### src/rtl/rv_shifter_pl.sv
// Multi-cycle barrel shifter for the uRV execute stage: SLL/SRL/SRA plus optional ROL/ROR,
// split over STAGES segments. Holds one op in flight and stalls X until the result is ready.
module rv_shifter_pl #(
  parameter int XLEN       = 32,
  parameter int STAGES     = 2,
  parameter bit ENABLE_ROT = 1'b0,
  localparam int SHW       = $clog2(XLEN)
) (
  input  logic            clk_i,
  input  logic            rst_i,
  input  logic            x_stall_i,
  input  logic            w_stall_req_i,
  output logic            x_stall_req_o,
  output logic            x_valid_o,
  input  logic            d_valid_i,
  input  logic            d_is_shift_i,
  input  logic [XLEN-1:0] d_rs1_i,
  input  logic [SHW-1:0]  d_shamt_i,
  input  logic [2:0]      d_fun_i,
  input  logic            d_shifter_sign_i,
  input  logic            d_rot_i,
  output logic [XLEN-1:0] x_rd_o
);

  localparam int         SEG     = (SHW + STAGES - 1) / STAGES;
  localparam int         CNT_W   = (STAGES > 1) ? $clog2(STAGES) : 1;
  localparam logic [2:0] FUNC_SL = 3'b001;

  typedef enum logic [1:0] {S_IDLE, S_BUSY, S_DONE} state_t;

  function automatic logic [XLEN-1:0] bitrev(input logic [XLEN-1:0] x);
    logic [XLEN-1:0] r;
    for (int i = 0; i < XLEN; i++) r[i] = x[XLEN-1-i];
    return r;
  endfunction

  // Right shift by n; vacated bits take the fill bit, or the bits shifted out when rotating.
  function automatic logic [XLEN-1:0] shr_fill(input logic [XLEN-1:0] x, input int n,
                                               input logic fill, input logic rot);
    return XLEN'({(rot ? x : {XLEN{fill}}), x} >> n);
  endfunction

  // Shamt bits are owned MSB-first, SEG bits per stage; the last stage may own none.
  function automatic logic [XLEN-1:0] stage_shift(input logic [XLEN-1:0] x,
                                                  input logic [SHW-1:0] sh, input logic fill,
                                                  input logic rot, input int stg);
    logic [XLEN-1:0] y;
    y = x;
    for (int b = 0; b < SHW; b++)
      if (((SHW - 1 - b) / SEG) == stg && sh[b]) y = shr_fill(y, 1 << b, fill, rot);
    return y;
  endfunction

  logic            req;
  logic            rot_in, left_in, fill_in;
  logic [XLEN-1:0] st_data [STAGES];
  logic [SHW-1:0]  st_sh   [STAGES];
  logic            st_fill [STAGES];
  logic            st_rot  [STAGES];
  logic            st_left [STAGES];
  logic [XLEN-1:0] st_res  [STAGES];
  logic [XLEN-1:0] result;
  logic            stall, valid;

  assign req     = d_valid_i & d_is_shift_i & ~w_stall_req_i;
  assign rot_in  = ENABLE_ROT ? d_rot_i : 1'b0;
  assign left_in = (d_fun_i == FUNC_SL);
  assign fill_in = ~left_in & d_shifter_sign_i & ~rot_in & d_rs1_i[XLEN-1];

  // Stage 0 inputs: left ops are bit-reversed so the datapath only ever shifts right
  assign st_data[0] = left_in ? bitrev(d_rs1_i) : d_rs1_i;
  assign st_sh[0]   = d_shamt_i;
  assign st_fill[0] = fill_in;
  assign st_rot[0]  = rot_in;
  assign st_left[0] = left_in;

  for (genvar k = 0; k < STAGES; k++) begin : g_stage
    assign st_res[k] = stage_shift(st_data[k], st_sh[k], st_fill[k], st_rot[k], k);
  end

  // Pipe boundary k sits between segment k-1 and segment k; reloads every cycle
  for (genvar k = 1; k < STAGES; k++) begin : g_pipe
    logic [XLEN-1:0] data_q;
    logic [SHW-1:0]  sh_q;
    logic            fill_q, rot_q, left_q;

    always_ff @(posedge clk_i) begin
      if (rst_i) begin
        data_q <= '0;
        sh_q   <= '0;
        fill_q <= 1'b0;
        rot_q  <= 1'b0;
        left_q <= 1'b0;
      end else begin
        data_q <= st_res[k-1];
        sh_q   <= st_sh[k-1];
        fill_q <= st_fill[k-1];
        rot_q  <= st_rot[k-1];
        left_q <= st_left[k-1];
      end
    end

    assign st_data[k] = data_q;
    assign st_sh[k]   = sh_q;
    assign st_fill[k] = fill_q;
    assign st_rot[k]  = rot_q;
    assign st_left[k] = left_q;
  end

  // Output: undo the left-op reversal after the last segment
  assign result = st_left[STAGES-1] ? bitrev(st_res[STAGES-1]) : st_res[STAGES-1];

  if (STAGES == 1) begin : g_comb
    logic unused_x_stall;
    assign unused_x_stall = x_stall_i;
    assign stall          = 1'b0;
    assign valid          = req;
  end else begin : g_fsm
    localparam logic [CNT_W-1:0] CNT_LAST = CNT_W'(STAGES - 1);

    state_t           state_q, state_d;
    logic [CNT_W-1:0] cnt_q, cnt_d;

    always_ff @(posedge clk_i) begin
      if (rst_i) begin
        state_q <= S_IDLE;
        cnt_q   <= '0;
      end else begin
        state_q <= state_d;
        cnt_q   <= cnt_d;
      end
    end

    always_comb begin
      state_d = state_q;
      cnt_d   = cnt_q;
      stall   = 1'b0;
      valid   = 1'b0;
      unique case (state_q)
        S_IDLE: begin
          stall = req;
          if (req) begin
            cnt_d   = CNT_W'(1);
            state_d = (CNT_W'(1) == CNT_LAST) ? S_DONE : S_BUSY;
          end
        end
        S_BUSY: begin
          stall = req;
          cnt_d = cnt_q + CNT_W'(1);
          if (cnt_d == CNT_LAST) state_d = S_DONE;
        end
        S_DONE: begin
          valid = 1'b1;
          if (!x_stall_i) begin
            state_d = S_IDLE;
            cnt_d   = '0;
          end
        end
        default: begin
          state_d = S_IDLE;
          cnt_d   = '0;
        end
      endcase
      // Losing the request (including a W-stage stall) abandons the op from any state
      if (!req) begin
        state_d = S_IDLE;
        cnt_d   = '0;
      end
    end
  end

  assign x_stall_req_o = ~rst_i & stall;
  assign x_valid_o     = ~rst_i & valid;
  assign x_rd_o        = rst_i ? '0 : result;

endmodule

### config.mk
export PLATFORM = sky130hd
export DESIGN_NAME = rv_shifter_pl
export DESIGN_NICKNAME = d
export VERILOG_FILES = /design/src/rtl/rv_shifter_pl.sv
export SDC_FILE = /design/constraint.sdc
export NUM_CORES = 1
export LEC_CHECK = 0
export BUFFER_PORTS_ARGS = -buffer_cell sky130_fd_sc_hd__buf_2
export CORE_MARGIN = 2
export CORE_UTILIZATION = 51
export DETAILED_ROUTE_END_ITERATION = 6
export GPL_ROUTABILITY_DRIVEN = 0
export HOLD_SLACK_MARGIN = 0.06
export PLACE_DENSITY_LB_ADDON = 0.3
export SYNTH_ARGS = -nofsm -noshare
export SYNTH_HDL_FRONTEND = slang
export SYNTH_SLANG_ARGS = --single-unit
### constraint.sdc
create_clock -name clk_i -period 2 [get_ports clk_i]
set_input_delay 0.1 -clock clk_i [delete_from_list [all_inputs] [get_ports clk_i]]
set_output_delay 0.1 -clock clk_i [all_outputs]
set_load 0.01 [all_outputs]
==> reports/metrics.csv, run 1 <==
metric,value,unit
startpoint_type,register,
place_ws,0.105,ns
synthCells,412,
drt_iter0_drc,251,
cts_root_buf,clkbuf_8,
wl_per_cell,18.6,um
core_area,7290,um^2
yosys.cell_types.count,51,
p_leak,1.79,nW
syn_to_final_growth,18.6,%
cp_max_fo,11,
finalHoldViolCount,0,
final_cell_mix,"80 x buf_2, 64 x nand2_1, 54 x mux4_2",
die_y,90.8,um
cts_setup_buffers,0,
dp_hpwl,8.36,mm
diodes,0,
post-route-util,0.625,
slew_viol_final,0,
clock_path_buffers,2,
worstSetupEndpointType,output port,
ys.flop_type,dfxtp_1,
synth_seq_area_share,0.193,
outcome,"complete, no violations",
insertion_delay,0.27,ns
worst_slack,0.106,ns
cts.sinks,37,
syn_avg_cell_area,9.32,um^2
synthArstFlopShare,0,
floorplan.initialDensity,0.527,
overflow,0,
ys_ff_latch,37,
grt_max_degree,42,
port_buffers,80,
hold_path.class,in2reg,
drcViolationCount,0,
chipWidth,90.8,um
yosysWarnings,0,
drtPass1Iterations,5,
syn_nets,460,
slew_headroom,0.559,
power_density,481,nW/um^2
dieArea,8240,um^2
clk_pin_slew_worst_paths,0.06,ns
ios,82,
period_minus_slack,1.89,ns
synth_area,3840,um^2
final_common_cell,buf_2,
cp_data_arrival_time,1.79,ns
cts-buffers-inserted,5,
drive_gt1_frac,0.389,
synth_edf_count,0,
r2r_cells,1,
fin_skew,0,ns
maxCapViolCount,0,
fin_nets,533,
final.period_utilization,0.947,
worstSetupPathType,reg2out,
fmax,528,MHz
setup-tns-final,0,ns
vdd_drop_max,0.223,mV
dr_total_vias,3794,
worstMarginPinSlew,0.656,ns
holdWs,0.114,ns
setup_violations,0,
crit_required,1.90,ns
wl,10.9,mm
h-tree-depth,2,
antenna_found_initial,0,
grt_pass1_vias,3466,
grt_pass1_wl,17.8,mm
vias_per_cell,6.49,
hold_depth,3,
antenna_left,0,
row_count,31,
track_usage,0.264,
cts_tree,yes,
sequential cells by signal (all words and copies together) (netlist names):
signal	flops
g_pipe.data_q	32
g_pipe.sh_q	2
g_fsm.state_q	1
g_pipe.fill_q	1
g_pipe.left_q	1
worst paths after layout:
path	startpoint	to	slack (ns)
setup / recovery	g_pipe[1].sh_q[0]$_SDFF_PP0_	x_rd_o[27]	0.11
hold / removal	d_valid_i	g_fsm.state_q[1]$_SDFFE_PP0P_	0.11
setup reg to reg	g_fsm.state_q[1]$_SDFFE_PP0P_	g_fsm.state_q[1]$_SDFFE_PP0P_	1.49
hold reg to reg	g_fsm.state_q[1]$_SDFFE_PP0P_	g_fsm.state_q[1]$_SDFFE_PP0P_	0.45
stage by stage:
step	total power [mW]	area [um^2]	instances
6_report	2.19	4550	585
3_3_place_gp	1.69	4410	573
4_1_cts	2.19	4530	584
3_5_place_dp	1.71	4410	573
2_1_floorplan	1.43	3840	412
5_1_grt	2.32	4550	585
critical path, stage by stage, from the launching register on:
cell	delay, ns
dfxtp_4	0.47
buf_4	0.19
mux4_2	0.51
mux2i_1	0.15
nor2_1	0.05
buf_2	0.15
metal layers:
| metal | GRT usage | vias up | share of wire |
|---|---|---|---|
| met4 | 0.101 | 0 | 0.035 |
| met5 | 0 | - | 0 |
| met2 | 0.432 | 231 | 0.48 |
| met1 | 0.363 | 1778 | 0.40 |
| li1 | - | 1752 | - |
| met3 | 0.0267 | 33 | 0.085 |
layout make-up:
| cell class | instances | area [um^2] |
|---|---|---|
| multi-input combinational | 327 | 2890 |
| inverter | 5 | 18.8 |
| fill | 650 | 2740 |
| clock inverter | 2 | 10.0 |
| clock buffer | 6 | 72.6 |
| tap | 99 | 124 |
| timing repair buffer | 109 | 693 |
| sequential | 37 | 746 |
power by group:
group          switching [mW]  internal, mW  total [mW]
Sequential             0.0675         0.796       0.864
Combinational           0.425         0.434       0.859
Clock                   0.228         0.241       0.469
Total                   0.721          1.47        2.19
what timing repair did:
item	4_1_cts	5_1_grt
gates cloned	0	1
hold endpoints to repair	3	0
setup endpoints to repair	6	11
hold buffers	3	0
pin swaps	0	0
gates resized for setup	1	1
synth_stat cells, drive strengths merged (2+ instances only):
cell	n	share of area
o211ai	2	0.0039
inv	4	0.0039
o21ai	9	0.012
o22ai	5	0.0081
a31oi	2	0.0033
or3	3	0.0049
a32oi	2	0.0046
a21o	2	0.0039
a211o	6	0.014
nand3	8	0.010
a22oi	8	0.016
a41oi	2	0.0046
nor2	26	0.025
clkbuf	24	0.023
nor2b	5	0.0081
nor3	7	0.0091
nand2b	3	0.0049
a21oi	47	0.061
o21a	3	0.0059
mux2i	12	0.031
nand2	64	0.063
nor4bb	6	0.016
a2111oi	3	0.0068
and2	5	0.0081
mux4	55	0.32
buf	19	0.028
mux2	15	0.044
o311a	2	0.0052
dfxtp	37	0.19
o31a	2	0.0046
a211oi	10	0.020
kinds of logic (layout without fill, tap and decap cells):
group / count (synthesis) / count (layout) / synth area share
and+or+nand+nor: 132 / 132 / 0.161
buffers and inverters: 48 / 122 / 0.0560
muxes: 82 / 82 / 0.399
AOI/OAI and AO/OA: 113 / 113 / 0.191
DFF: 37 / 37 / 0.193
(Power assumes the default switching activity.)
==> run 2: changes to the inputs <==
- ABC_AREA: default -> 1
- SETUP_SLACK_MARGIN: default -> 0.1
==> reports/metrics.csv, run 2 <==
metric,value,unit
hold_depth,4,
vdd_drop_max,0.305,mV
rsz0062_at_grt,true,
ys.flop_type,dfxtp_1,
p_leak,2.16,nW
cts_setup_buffers,0,
clock_path_buffers,2,
wl,11.0,mm
wl_per_cell,13.2,um
crit_buf_inv,2,
dp_hpwl,7.91,mm
holdWs,0.0733,ns
largest_register,g_pipe.data_q,
clk_pin_slew_worst_paths,0.08,ns
synth_area,3730,um^2
cts-buffers-inserted,5,
h-tree-depth,2,
chipWidth,89.5,um
yosysMostFrequentCell,nand2_1,
crit_family,compound AO/OA/AOI/OAI gates,
drtPass1Iterations,7,
synth_top_area_cell,nand2_1,
maxCapViolCount,0,
synth_area_leaders,"nand2_1 21%, dfxtp_1 20%, nand3_1 17%",
worstSetupPathType,reg2out,
worstMarginPinSlew,0.769,ns
drt_iter0_drc,515,
failed_checks,DRC,
outcome,finished with violations,
antenna_found_initial,0,
setup_violations,0,
placed_area,4120,um^2
worstSetupEndpointType,output port,
die_y,89.5,um
cp_max_fo,31,
yosys.cell_types.count,27,
stdcell_count,832,
cts.sinks,37,
drive_gt1_frac,0.172,
vias_per_cell,5.60,
synthArstFlopShare,0,
stdcell_area,4330,um^2
largest_reg_flops,32,
yosysWarnings,0,
reg_top3,"g_pipe.data_q: 32 flops, g_pipe.sh_q: 2 flops",
cp_data_arrival_time,1.79,ns
dieArea,8010,um^2
slew_headroom,0.487,
grt_pass1_vias,3890,
slowest_delay,0.39,ns
hold_path.class,in2reg,
ys_top_cells_by_count,"204 x nand2_1, 124 x nand3_1, 65 x o21ai_0, 55 x nor2_1, 50 x inv_1",
r2r_cells,3,
ys_ff_latch,37,
synth_top_area_share,0.205,
total_power,2.41,mW
antenna_left,0,
final.period_utilization,0.947,
crit_slowest_cell,dfxtp_2,
dr_total_vias,4657,
fmax,528,MHz
ios,82,
floorplan.initialDensity,0.520,
startpoint_type,register,
cts_root_buf,clkbuf_8,
worst_slack,0.107,ns
track_usage,0.266,
synth_edf_count,0,
cp_num_cells,6,
cp_cell_sequence,buf_12 > o21ai_0 > mux2i_1 > o21ai_0 > a31oi_1 > buf_2,
row_count,31,
critPathMostFrequentCell,o21ai_0,
synth_seq_area_share,0.199,
overflow,0,
power_density,557,nW/um^2
port_buffers,80,
syn_nets,726,
fin_nets,780,
insertion_delay,0.30,ns
core_area,7180,um^2
final_common_cell,nand2_1,
drcViolationCount,1,
diodes,0,
crit_required,1.90,ns
syn_to_final_growth,16.1,%
place_ws,0.357,ns
slew_viol_final,0,
synthCells,678,
period_minus_slack,1.89,ns
final_cell_mix,"204 x nand2_1, 124 x nand3_1, 80 x buf_2",
finalHoldViolCount,0,
fin_skew,0,ns
setup-tns-final,0,ns
syn_avg_cell_area,5.50,um^2
grt_max_degree,63,
dp_cells,819,
post-route-util,0.604,
grt_pass1_wl,17.0,mm
cts_tree,yes,
-- run 2: area by class of cell --
| type | count | area, um^2 |
|---|---|---|
| flip-flops and latches | 37 | 743 |
| repair buffers | 97 | 586 |
| clock buffers | 5 | 68.8 |
| multi-input cells | 534 | 2520 |
| fillers | 715 | 2840 |
| inverters | 56 | 218 |
| repair inverters | 1 | 5.00 |
| well taps | 99 | 124 |
| clock inverters | 3 | 68.8 |
-- run 2: worst min-delay path: stages --
cell and delay [ns]:
buf_2 0.08, nor2_1 0.03, nand3_1 0.08, nor2_1 0.04
-- run 2: kinds of logic after synthesis --
kind of cell,synth area share
mux,0.0268
flops,0.199
compound gates,0.179
buf+inv,0.126
simple gates,0.470
-- run 2: final timing paths --
kind | startpoint | to | slack [ns]
setup / recovery | g_pipe[1].sh_q[0]$_SDFF_PP0_ | x_rd_o[10] | 0.11
setup reg to reg | g_fsm.state_q[1]$_SDFFE_PP0P_ | g_fsm.state_q[1]$_SDFFE_PP0P_ | 1.39
hold / removal | w_stall_req_i | g_fsm.state_q[1]$_SDFFE_PP0P_ | 0.07
hold reg to reg | g_fsm.state_q[1]$_SDFFE_PP0P_ | g_fsm.state_q[1]$_SDFFE_PP0P_ | 0.54
-- run 2: routing by layer --
layer  vias to the layer above  track usage  routed length, um
met3                        28       0.0369                953
li1                       2337            -                  -
met4                         0        0.100                299
met2                       247        0.439               5210
met5                         -            0                  0
met1                      2045        0.351               4550
-- run 2: report_power, final --
part / total, mW / internal, mW / switching, mW
combinational: 0.817 / 0.295 / 0.522
sequential: 0.818 / 0.790 / 0.0271
clock: 0.779 / 0.502 / 0.277
total: 2.41 / 1.59 / 0.826
-- run 2: repair_timing --
| item | 4_1_cts | 5_1_grt |
|---|---|---|
| hold endpoints to repair | 3 | 0 |
| endpoints found under the setup margin | 0 | 30 |
| hold buffers | 3 | 0 |
| resized for setup | 0 | 11 |
